==> config.mk <==
export PLATFORM = sky130hd
export DESIGN_NAME = drive_thermal_sequencer
export DESIGN_NICKNAME = d
export VERILOG_FILES = /design/src/rtl/drive_thermal_sequencer.sv
export SDC_FILE = /design/constraint.sdc
export NUM_CORES = 1
export LEC_CHECK = 0
export CORE_ASPECT_RATIO = 1.5
export CORE_MARGIN = 3
export CORE_UTILIZATION = 50
export CTS_CLUSTER_SIZE = 10
export DETAILED_ROUTE_END_ITERATION = 10
export GPL_TIMING_DRIVEN = 0
export PLACE_DENSITY_LB_ADDON = 0.25
export SLEW_MARGIN = 30
export SYNTH_ARGS = -nofsm -noshare
export SYNTH_HDL_FRONTEND = slang
export SYNTH_SLANG_ARGS = --single-unit
==> constraint.sdc <==
create_clock -name clk -period 2.01 [get_ports clk]
set_clock_uncertainty 0.2 [all_clocks]
set_input_delay 0.3015 -clock clk [delete_from_list [all_inputs] [get_ports clk]]
set_output_delay 0.3015 -clock clk [all_outputs]
set_load 0.03 [all_outputs]
==> src/rtl/drive_thermal_sequencer.sv <==
// drive_thermal_sequencer
//   Sequencing controller for the vehicle keep_driving / shut_off_computer
//   controls. Two independent FSMs share one clock edge:
//     - a thermal FSM that debounces cpu_overheated before shutting the
//       computer off, then holds it off for a minimum cool-down;
//     - a trip FSM (parked / drive / refuel / arrived).
//   Saturating counters record completed trips and thermal shutdowns.
//
//   state    | meaning
//   ---------+----------------------------------------------------------
//   T_RUN    | computer on; counting consecutive hot samples
//   T_OFF    | computer off; counting consecutive cool samples
//   PARKED   | idle, waiting for an unblocked start_trip
//   DRIVE    | driving; keep_driving follows the thermal FSM
//   REFUEL   | tank empty, waiting for refuel_done with a full tank
//   ARRIVED  | destination reached, waiting for arrived to drop
//
// Ports
//   clk, areset_n      clock (rising edge), async active-low reset
//   cpu_overheated     raw thermal flag
//   arrived            destination reached (level)
//   gas_tank_empty     fuel empty (level)
//   start_trip         one-cycle request to begin driving
//   refuel_done        one-cycle refuel completion pulse
//   shut_off_computer  registered computer power-off command
//   keep_driving       registered drive enable
//   drive_state        00 PARKED, 01 DRIVE, 10 REFUEL, 11 ARRIVED
//   trip_count         completed trips, saturating
//   shutdown_count     thermal shutdowns, saturating
module drive_thermal_sequencer #(
    parameter int DEBOUNCE_CYC = 4,
    parameter int COOLDOWN_CYC = 16,
    parameter int CNT_W        = 8
) (
    input  logic             clk,
    input  logic             areset_n,
    input  logic             cpu_overheated,
    input  logic             arrived,
    input  logic             gas_tank_empty,
    input  logic             start_trip,
    input  logic             refuel_done,
    output logic             shut_off_computer,
    output logic             keep_driving,
    output logic [1:0]       drive_state,
    output logic [CNT_W-1:0] trip_count,
    output logic [CNT_W-1:0] shutdown_count
);

    localparam int HW = $clog2(DEBOUNCE_CYC + 1);
    localparam int CW = $clog2(COOLDOWN_CYC + 1);

    // Debounce and cool-down timers are down-counters: they are loaded with
    // the run length and the qualifying sample is the one seen at count 1.
    localparam logic [HW-1:0]    HOT_LOAD  = HW'(DEBOUNCE_CYC);
    localparam logic [HW-1:0]    HOT_ONE   = HW'(1);
    localparam logic [CW-1:0]    COOL_LOAD = CW'(COOLDOWN_CYC);
    localparam logic [CW-1:0]    COOL_ONE  = CW'(1);
    localparam logic [CNT_W-1:0] CNT_MAX   = {CNT_W{1'b1}};

    typedef enum logic {
        T_RUN = 1'b0,
        T_OFF = 1'b1
    } therm_t;

    typedef enum logic [1:0] {
        PARKED  = 2'b00,
        DRIVE   = 2'b01,
        REFUEL  = 2'b10,
        ARRIVED = 2'b11
    } drive_t;

    therm_t           therm_q, therm_d;
    drive_t           drv_q, drv_d;
    logic [HW-1:0]    hot_q, hot_d;
    logic [CW-1:0]    cool_q, cool_d;
    logic [CNT_W-1:0] trip_q, trip_d;
    logic [CNT_W-1:0] sd_q, sd_d;
    logic             keep_q, keep_d;
    logic             trip_done;

    always_ff @(posedge clk or negedge areset_n) begin
        if (!areset_n) begin
            therm_q <= T_RUN;
            drv_q   <= PARKED;
            hot_q   <= HOT_LOAD;
            cool_q  <= COOL_LOAD;
            trip_q  <= '0;
            sd_q    <= '0;
            keep_q  <= 1'b0;
        end else begin
            therm_q <= therm_d;
            drv_q   <= drv_d;
            hot_q   <= hot_d;
            cool_q  <= cool_d;
            trip_q  <= trip_d;
            sd_q    <= sd_d;
            keep_q  <= keep_d;
        end
    end

    always_comb begin
        therm_d   = therm_q;
        hot_d     = hot_q;
        cool_d    = cool_q;
        sd_d      = sd_q;
        drv_d     = drv_q;
        trip_d    = trip_q;
        trip_done = 1'b0;

        // Thermal FSM. Each state keeps the other state's timer parked at its
        // load value so a re-entry always needs a full new run.
        if (therm_q == T_RUN) begin
            cool_d = COOL_LOAD;
            if (cpu_overheated) begin
                if (hot_q == HOT_ONE) begin
                    therm_d = T_OFF;
                    hot_d   = HOT_LOAD;
                    if (sd_q != CNT_MAX) sd_d = sd_q + 1'b1;
                end else begin
                    hot_d = hot_q - 1'b1;
                end
            end else begin
                hot_d = HOT_LOAD;
            end
        end else begin
            hot_d = HOT_LOAD;
            if (!cpu_overheated) begin
                if (cool_q == COOL_ONE) begin
                    therm_d = T_RUN;
                    cool_d  = COOL_LOAD;
                end else begin
                    cool_d = cool_q - 1'b1;
                end
            end else begin
                cool_d = COOL_LOAD;
            end
        end

        // Trip FSM. arrived wins over every other condition in DRIVE/REFUEL.
        case (drv_q)
            PARKED: begin
                if (start_trip && !arrived && !gas_tank_empty) drv_d = DRIVE;
            end
            DRIVE: begin
                if (arrived) begin
                    drv_d     = ARRIVED;
                    trip_done = 1'b1;
                end else if (gas_tank_empty) begin
                    drv_d = REFUEL;
                end
            end
            REFUEL: begin
                if (arrived) begin
                    drv_d     = ARRIVED;
                    trip_done = 1'b1;
                end else if (refuel_done && !gas_tank_empty) begin
                    drv_d = DRIVE;
                end
            end
            ARRIVED: begin
                if (!arrived) drv_d = PARKED;
            end
        endcase

        if (trip_done && (trip_q != CNT_MAX)) trip_d = trip_q + 1'b1;

        // Looks at the next states so a shutdown and the drive enable drop
        // on the same edge.
        keep_d = (drv_d == DRIVE) && (therm_d == T_RUN);
    end

    assign shut_off_computer = (therm_q == T_OFF);
    assign keep_driving      = keep_q;
    assign drive_state       = drv_q;
    assign trip_count        = trip_q;
    assign shutdown_count    = sd_q;

endmodule

[Word level (Yosys, flattened, before mapping)]
Index checks and enable logic that the tools add are counted.
Operators by class
  add/sub/neg operators: 4
  reductions and logical operators: 10
  muxes and demuxes: 20
  equality and inequality tests: 8
  bitwise logic cells: 2
Operators with widths (number)
  $add A8 B1 Y8 const B: 2
  $ne A8 B8 Y1 const B: 2
  $mux W5: 3
  $mux W2: 6
  $mux W3: 3
  $pmux W2 S4: 1
  $mux W1: 7
  $eq A5 B1 Y1 const B: 1
  $logic_and A1 B1 Y1: 5
  $sub A5 B1 Y5 const B: 1
  $eq A2 B1 Y1 const B: 2
  $eq A2 B2 Y1 const B: 2
  $reduce_and A4 Y1: 1
  $eq A3 B1 Y1 const B: 1
  $sub A3 B1 Y3 const B: 1
  $logic_not A1 Y1: 2
  $logic_not A2 Y1: 1
  $not A1 Y1: 2
  $reduce_or A2 Y1: 1
Word-level totals
  flip-flop bits (word level): 28
  logic and storage cells: 51
  bits of input ports: 7
  output and inout port bits: 20

[Logic depth before layout (Yosys ltp)]
Gate-level depths: netlist of run 1.
  depth in word-level cells: 7
  mapped depth: 6
  depth with buffers taken out: 6

[Worst setup path after synthesis of run 1]
Ideal clock, no wire load.
  kind: register to register
  from: register trip_q[0] (netlist: trip_count[0])
  to: register trip_q[1] (netlist: trip_count[1])
  clock period less this slack: 1.997 ns
  path buffers: 0
  required time: 1.682 ns
  arrival: 1.669 ns
  setup time: 0.128 ns
  cell stages (with the launch flop): 5
  setup slack: 0.013 ns
  path through: dfrtp_1 -> ha_1 -> nand3_2 -> o311ai_4 -> mux2_1
On the way
  word-level cells in the longest chain between the ends: 2
  elaborated cells on any way between the ends: 3
  those cells by class: add/sub: 1; eq/ne: 1; reduce/logical: 1
Ends and longest elaborated chain
  from (decl): line 76  | logic [CNT_W-1:0] trip_q, trip_d;
  from (signal assigned): line 95  | trip_q <= trip_d;
  parallel branches: the longest is 2 deep, another holds $add A8 B1 Y8
Several ways; the timed one is not identified.
A chain may end at the register's enable or synchronous reset.

[Worst setup path after layout of run 1]
  from: register trip_q[3] (netlist: trip_count[3])
  to: output trip_count[3]
RTL lines
  to (decl): line 45  | output logic [CNT_W-1:0] trip_count,
No word-level cell between the ends.

==> flow_metrics.env, run 1 <==
export IMPL_status="finished, final reports clean"
export IMPL_ys_types=33
export IMPL_postCtsSetupRepairBufs=0
export IMPL_drive_above_1_share_pct=12.35
export IMPL_timing_fmax_ghz=0.5166
export IMPL_grt_pass1_vias=1057
export IMPL_post_route_period_util_pct=96.31
export IMPL_htreeDepth=1
export IMPL_detailed_place_hpwl_mm=1.961
export IMPL_setup_worst_path_start_class="flip-flop"
export IMPL_cpPeakStageDelay_ps=710
export IMPL_switching_power_mw=0.9936
export IMPL_drc_errors=0
export IMPL_synthFlopType="dfrtp_1"
export IMPL_crit_path_top_delay_cell="clkdlybuf4s50_1"
export IMPL_ant_nets=0
export IMPL_tritoncts="done"
export IMPL_synthToLayoutAreaGrowth_pct=27.39
export IMPL_nFillCells=226
export IMPL_clkTransAtPathRegs_ps=90
export IMPL_critPathBufInv=1
export IMPL_clockBufferDepth=2
export IMPL_die_x_um=49.80
export IMPL_fin_crit_ps=1936
export IMPL_dp_slack_ps=30.43
export IMPL_grt_max_degree=29
export IMPL_syn_area_mm2=0.001439
export IMPL_diodes=0
export IMPL_final_nets=180
export IMPL_gp_congestion=0.7848
export IMPL_ys_ff_latch=28
export IMPL_clk_latency_ps=270
export IMPL_hp_start="hot_q[0]$_DFF_PN0_"
export IMPL_drv_slew=0
export IMPL_seqPwrFrac_pct=36.8
export IMPL_wire_per_inst_um=13.16
export IMPL_setup_viol_count_final=0
export IMPL_syn_avg_cell_area_um2=10.98
export IMPL_irDropWorstVdd_uv=1045
export IMPL_r2r_slack_ps=130
export IMPL_p_per_area_mw_per_mm2=1395
export IMPL_drt_wl_total_mm=2.619
export IMPL_crit_type="flip-flop to output port"
export IMPL_async_flop_share_pct=100.0
export IMPL_placed_area_mm2=0.001740
export IMPL_ff_latch_area_um2=705.7
export IMPL_holdPathEnd="hot_q[0]$_DFF_PN0_"
export IMPL_syn_num_nets=148
export IMPL_leakagePower_nw=0.8456
export IMPL_r2r_cells=4
export IMPL_hold_ws_ps=265.9
export IMPL_cts_inserted_buffers=3
export IMPL_num_rows=23
export IMPL_path_cells="clkdlybuf4s50_1"
export IMPL_synth_edf_count=0
export IMPL_setup_tns_ps=0
export IMPL_maxCapViolCount=0
export IMPL_hp_class="flip-flop to flip-flop"
export IMPL_multi_input_comb_area_um2=696.9
export IMPL_path_max_fanout=5
export IMPL_final_cell_mix="24 x dfrtp_1, 24 x clkdlybuf4s50_1, 12 x inv_1, 12 x nor2_1, 11 x xor2_1"
export IMPL_num_vias=1029
export IMPL_grt_use_total_pct=16.29
export IMPL_core_area_mm2=0.002705
export IMPL_io_pins=27
export IMPL_tightest_slew_ps=611.5
export IMPL_port_buffers=26
export IMPL_fin_util_pct=67.76
export IMPL_hold_viol_final=0
export IMPL_crit_family="buffers and inverters"
export IMPL_grt_first_pass_wirelength_mm=4.616
export IMPL_switching_share_pct=38.85
export IMPL_die_h_um=71.70
export IMPL_drt_iter0_drc=11
export IMPL_reg2reg_from="trip_count[0]$_DFFE_PN0P_"
export IMPL_worstHoldPathCells=1
export IMPL_timing_rr_end="trip_count[1]$_DFFE_PN0P_"
export IMPL_rsz0062_at_grt="no"
export IMPL_yosysWarnings=0
export IMPL_fin_area_mm2=0.001833
export IMPL_drt_pass1_iter_count=4
export IMPL_layout_cells_non_filler=199
export IMPL_dp_cells=194
export IMPL_ys_seq_area_share_pct=48.87
export IMPL_initial_core_util_pct=53.19
export IMPL_relSlewSlack_pct=59.24
export IMPL_antenna_found_initial=0
export IMPL_intPower_mw=1.564
export IMPL_worstSetupEndpointType="output port"
export IMPL_arrival_ps=1430
export IMPL_vias_per_cell=5.171
export IMPL_syn_inst=131
export IMPL_cp_data_required_time_ps=1510
export IMPL_grt_ovfl_total=0
export IMPL_layout_setup_ws_ps=74.20
export IMPL_clock_power_share_pct=17.0
export IMPL_clockRootBuffer="clkbuf_8"
export IMPL_clock_sinks=28
export IMPL_pwr_share_comb_pct=46.2
export IMPL_die_area_mm2=0.003571
export IMPL_power_mw=2.557
[worst max path at each step]
stage                                   from                       endpoint  slack (ps)  cells after the start
3_3_place_gp                        areset_n      trip_count[4]$_DFFE_PN0P_          50                      1
6_report           trip_count[3]$_DFFE_PN0P_                  trip_count[3]          70                      1
2_1_floorplan      trip_count[0]$_DFFE_PN0P_      trip_count[1]$_DFFE_PN0P_          10                      4
3_5_place_dp                  cpu_overheated  shutdown_count[7]$_DFFE_PN0P_          30                      5
4_1_cts             drive_state[1]$_DFF_PN0_                 drive_state[1]          30                      1
5_1_grt        shutdown_count[2]$_DFFE_PN0P_              shutdown_count[2]           2                      1
[cells by family after synthesis]
| logic type | count (synthesis) | share of synthesized area, % |
|---|---|---|
| compound gates | 19 | 10.52 |
| xor+xnor | 16 | 9.739 |
| fa+ha+maj | 10 | 8.696 |
| buf+inv | 12 | 3.130 |
| flops | 28 | 48.87 |
| mux | 2 | 1.565 |
| simple gates | 44 | 17.48 |
[registers in the layout, summed over array words and instances, names as in the netlist]
| signal | count |
|---|---|
| trip_count | 8 |
| drive_state | 2 |
| shutdown_count | 8 |
| cool_q | 5 |
| keep_driving | 1 |
| shut_off_computer | 1 |
| hot_q | 3 |
[synthesized netlist by cell type, types with 2 or more instances]
library cell	instances	share of area (%)
dfrtp_1	26	45
inv_1	12	3.1
nor2_1	12	3.1
xor2_1	11	6.7
ha_1	10	8.7
a21oi_1	8	2.8
nand2_1	6	1.6
nor3_1	6	2.1
xnor2_1	5	3.0
nand3_1	4	1.4
nand2b_1	3	1.3
dfstp_2	2	3.7
mux2_1	2	1.6
nand3b_1	2	1.0
nor4_2	2	1.7
o21ai_2	2	1.2
o21bai_1	2	1.0
[cell type report]
type / count / area share [%]
Timing Repair Buffer: 27 / 14.61
Tap cell: 37 / 2.526
Clock inverter: 1 / 1.638
Sequential cell: 28 / 38.50
Clock buffer: 3 / 2.253
Inverter: 12 / 2.457
Multi-Input combinational cell: 91 / 38.02
[metal layers]
layer  track usage, %  vias to the layer above  share of wire (%)
met3            3.119                        6                2.6
li1                 -                      507                  -
met5                0                        -                  0
met1            19.51                      498                 42
met4            7.077                        0                1.6
met2            28.13                       18                 53
[power by group through the flow]
stage	sequential (mW)	clock [mW]	combinational [mW]
floorplan	1.13	0	0.611
finish	0.941	0.434	1.18
global placement	0.939	0	1.15
CTS	0.940	0.448	1.20
global route	0.979	0.468	1.31
detailed placement	0.947	0	1.18
[what timing repair did]
item                                   in CTS  in global routing
endpoints found under the hold margin      26                  0
resized for setup                           0                  4
setup endpoints to repair                   0                  6
hold buffers                                1                  0
Power figures use the tool's default switching activity.
==> run 2: changes to the inputs <==
--- a/config.mk
+++ b/config.mk
@@ -5,8 +5,9 @@
 export SDC_FILE = /design/constraint.sdc
 export NUM_CORES = 1
 export LEC_CHECK = 0
+export ABC_CLOCK_PERIOD_IN_PS = 2009
 export CORE_ASPECT_RATIO = 1.5
-export CORE_MARGIN = 3
+export CORE_MARGIN = 8
 export CORE_UTILIZATION = 50
 export CTS_CLUSTER_SIZE = 10
 export DETAILED_ROUTE_END_ITERATION = 10
==> flow_metrics.env, run 2 (synthesis results as in run 1) <==
export IMPL_status="finished, final reports clean"
export IMPL_path_max_fanout=6
export IMPL_clockRootBuffer="clkbuf_8"
export IMPL_path_cells="clkdlybuf4s50_1"
export IMPL_tightest_slew_ps=599.4
export IMPL_htreeDepth=1
export IMPL_clock_sinks=28
export IMPL_num_vias=1067
export IMPL_final_nets=180
export IMPL_layout_commonest_cell="dfrtp_1"
export IMPL_worstSetupEndpointType="output port"
export IMPL_initial_core_util_pct=50.98
export IMPL_grt_max_degree=29
export IMPL_num_rows=24
export IMPL_vias_per_cell=5.308
export IMPL_drv_slew=0
export IMPL_drc_errors=0
export IMPL_port_buffers=26
export IMPL_relSlewSlack_pct=60.04
export IMPL_antenna_found_initial=0
export IMPL_pwr_share_comb_pct=48.7
export IMPL_clkTransAtPathRegs_ps=90
export IMPL_clk_latency_ps=260
export IMPL_final_cell_mix="26 x dfrtp_1, 24 x clkdlybuf4s50_1, 12 x inv_1, 12 x nor2_1, 11 x xor2_1"
export IMPL_seqPwrFrac_pct=37.8
export IMPL_ant_nets=0
export IMPL_die_h_um=81.70
export IMPL_hold_viol_final=0
export IMPL_hp_class="flip-flop to flip-flop"
export IMPL_drive_above_1_share_pct=11.11
export IMPL_clockBufferDepth=2
export IMPL_core_area_mm2=0.002823
export IMPL_tritoncts="done"
export IMPL_cp_depth=1
export IMPL_startpoint="shutdown_count[2]$_DFFE_PN0P_"
export IMPL_critPathBufInv=1
export IMPL_fin_crit_ps=1956
export IMPL_post_route_period_util_pct=97.29
export IMPL_switching_share_pct=40.43
export IMPL_timing_fmax_ghz=0.5113
export IMPL_hp_start="hot_q[0]$_DFF_PN0_"
export IMPL_switching_power_mw=0.9970
export IMPL_clock_power_share_pct=13.5
export IMPL_grt_first_pass_wirelength_mm=4.616
export IMPL_irDropWorstVdd_uv=951.1
export IMPL_cpPeakStageDelay_ps=720
export IMPL_detailed_place_hpwl_mm=2.141
export IMPL_setup_viol_count_final=0
export IMPL_gp_congestion=0.8113
export IMPL_wire_per_inst_um=13.48
export IMPL_intPower_mw=1.469
export IMPL_drt_wl_total_mm=2.709
export IMPL_p_per_area_mw_per_mm2=1358
export IMPL_worstHoldPathCells=1
export IMPL_crit_family="buffers and inverters"
export IMPL_io_pins=27
export IMPL_top_layer_used="met4"
export IMPL_setup_worst_path_start_class="flip-flop"
export IMPL_grt_pass1_vias=1119
export IMPL_drt_pass1_iter_count=4
export IMPL_arrival_ps=1450
export IMPL_reg2reg_from="trip_count[0]$_DFFE_PN0P_"
export IMPL_rsz0062_at_grt="no"
export IMPL_met2_length_mm=1.436
export IMPL_power_mw=2.466
export IMPL_postCtsSetupRepairBufs=0
export IMPL_leakagePower_nw=0.8435
export IMPL_cp_data_required_time_ps=1510
export IMPL_r2r_cells=4
export IMPL_crit_type="flip-flop to output port"
export IMPL_drt_iter0_drc=25
export IMPL_nFillCells=257
export IMPL_route_met3_wl_um=120
export IMPL_maxCapViolCount=0
export IMPL_setup_tns_ps=0
export IMPL_grt_use_total_pct=11.97
export IMPL_crit_path_top_delay_cell="clkdlybuf4s50_1"
export IMPL_grt_ovfl_total=0
export IMPL_cts_inserted_buffers=3
export IMPL_diodes=0
export IMPL_die_area_mm2=0.004886
export IMPL_die_x_um=59.80
export IMPL_synthToLayoutAreaGrowth_pct=26.26
export IMPL_met1_length_mm=1.124
==> run 2: cell count changes in the layout (fill, tap and decap cells not counted) <==
cell	previous run	this run
dfrtp_1	24	26
clkbuf_8	3	4
bufinv_16	1	0
dfrtp_2	2	0
==> run 2: repair_timing <==
item	4_1_cts	5_1_grt
setup endpoints to repair	0	3
resized for setup	0	2
endpoints found under the hold margin	26	0
hold buffers	1	0
==> run 2: metrics by stage <==
stage          instance area, µm²  worst slack [ps]  std cells  util [%]  hold slack [ps]
3_5_place_dp                 1743             40.93        196     61.75            154.6
5_1_grt                      1817             8.741        201     64.36            299.3
2_1_floorplan                1439             12.98        131         -           -194.1
3_3_place_gp                 1748             55.86        196     61.92            245.0
6_report                     1817             54.39        201     64.36            257.5
4_1_cts                      1808             32.58        201     64.05            265.4
==> run 2: area by class of cell <==
class	count	area (µm²)	area share, %
Multi-Input combinational cell	91	696.9	38.36
Inverter	12	45.04	2.479
Tap cell	39	48.80	2.686
Clock buffer	4	55.05	3.030
Timing Repair Buffer	27	267.8	14.74
Sequential cell	28	703.2	38.71
==> run 2: power by group through the flow <==
| stage | Sequential (mW) | Clock (mW) | Combinational (mW) |
|---|---|---|---|
| after floorplan | 1.13 | 0 | 0.611 |
| after global placement | 0.937 | 0 | 1.16 |
| after detailed placement | 0.945 | 0 | 1.21 |
| after CTS | 0.936 | 0.349 | 1.22 |
| after global routing | 0.961 | 0.365 | 1.32 |
| final | 0.932 | 0.334 | 1.20 |
==> run 2: layer usage <==
layer / vias to the layer above / global-route usage, %
met5: - / 0
met4: 0 / 4.556
met3: 2 / 2.665
met2: 19 / 22.43
met1: 539 / 12.42
li1: 507 / -
==> run 2: worst register-to-register path, stage by stage, from the launching register on <==
cell,delay (ps)
dfrtp_1,410
ha_1,210
nand3_2,130
o311ai_4,430
mux2_1,370
==> run 2: path summary, 6_finish.rpt <==
| path | endpoint | slack (ps) |
|---|---|---|
| setup / recovery | shutdown_count[2] | 50 |
| min in group asynchronous | cool_q[2]$_DFF_PN0_ | 370 |
| setup reg to reg | trip_count[1]$_DFFE_PN0P_ | 160 |
| hold reg to reg | hot_q[0]$_DFF_PN0_ | 260 |
| max in group asynchronous | drive_state[1]$_DFF_PN0_ | 840 |
| hold / removal | hot_q[0]$_DFF_PN0_ | 260 |
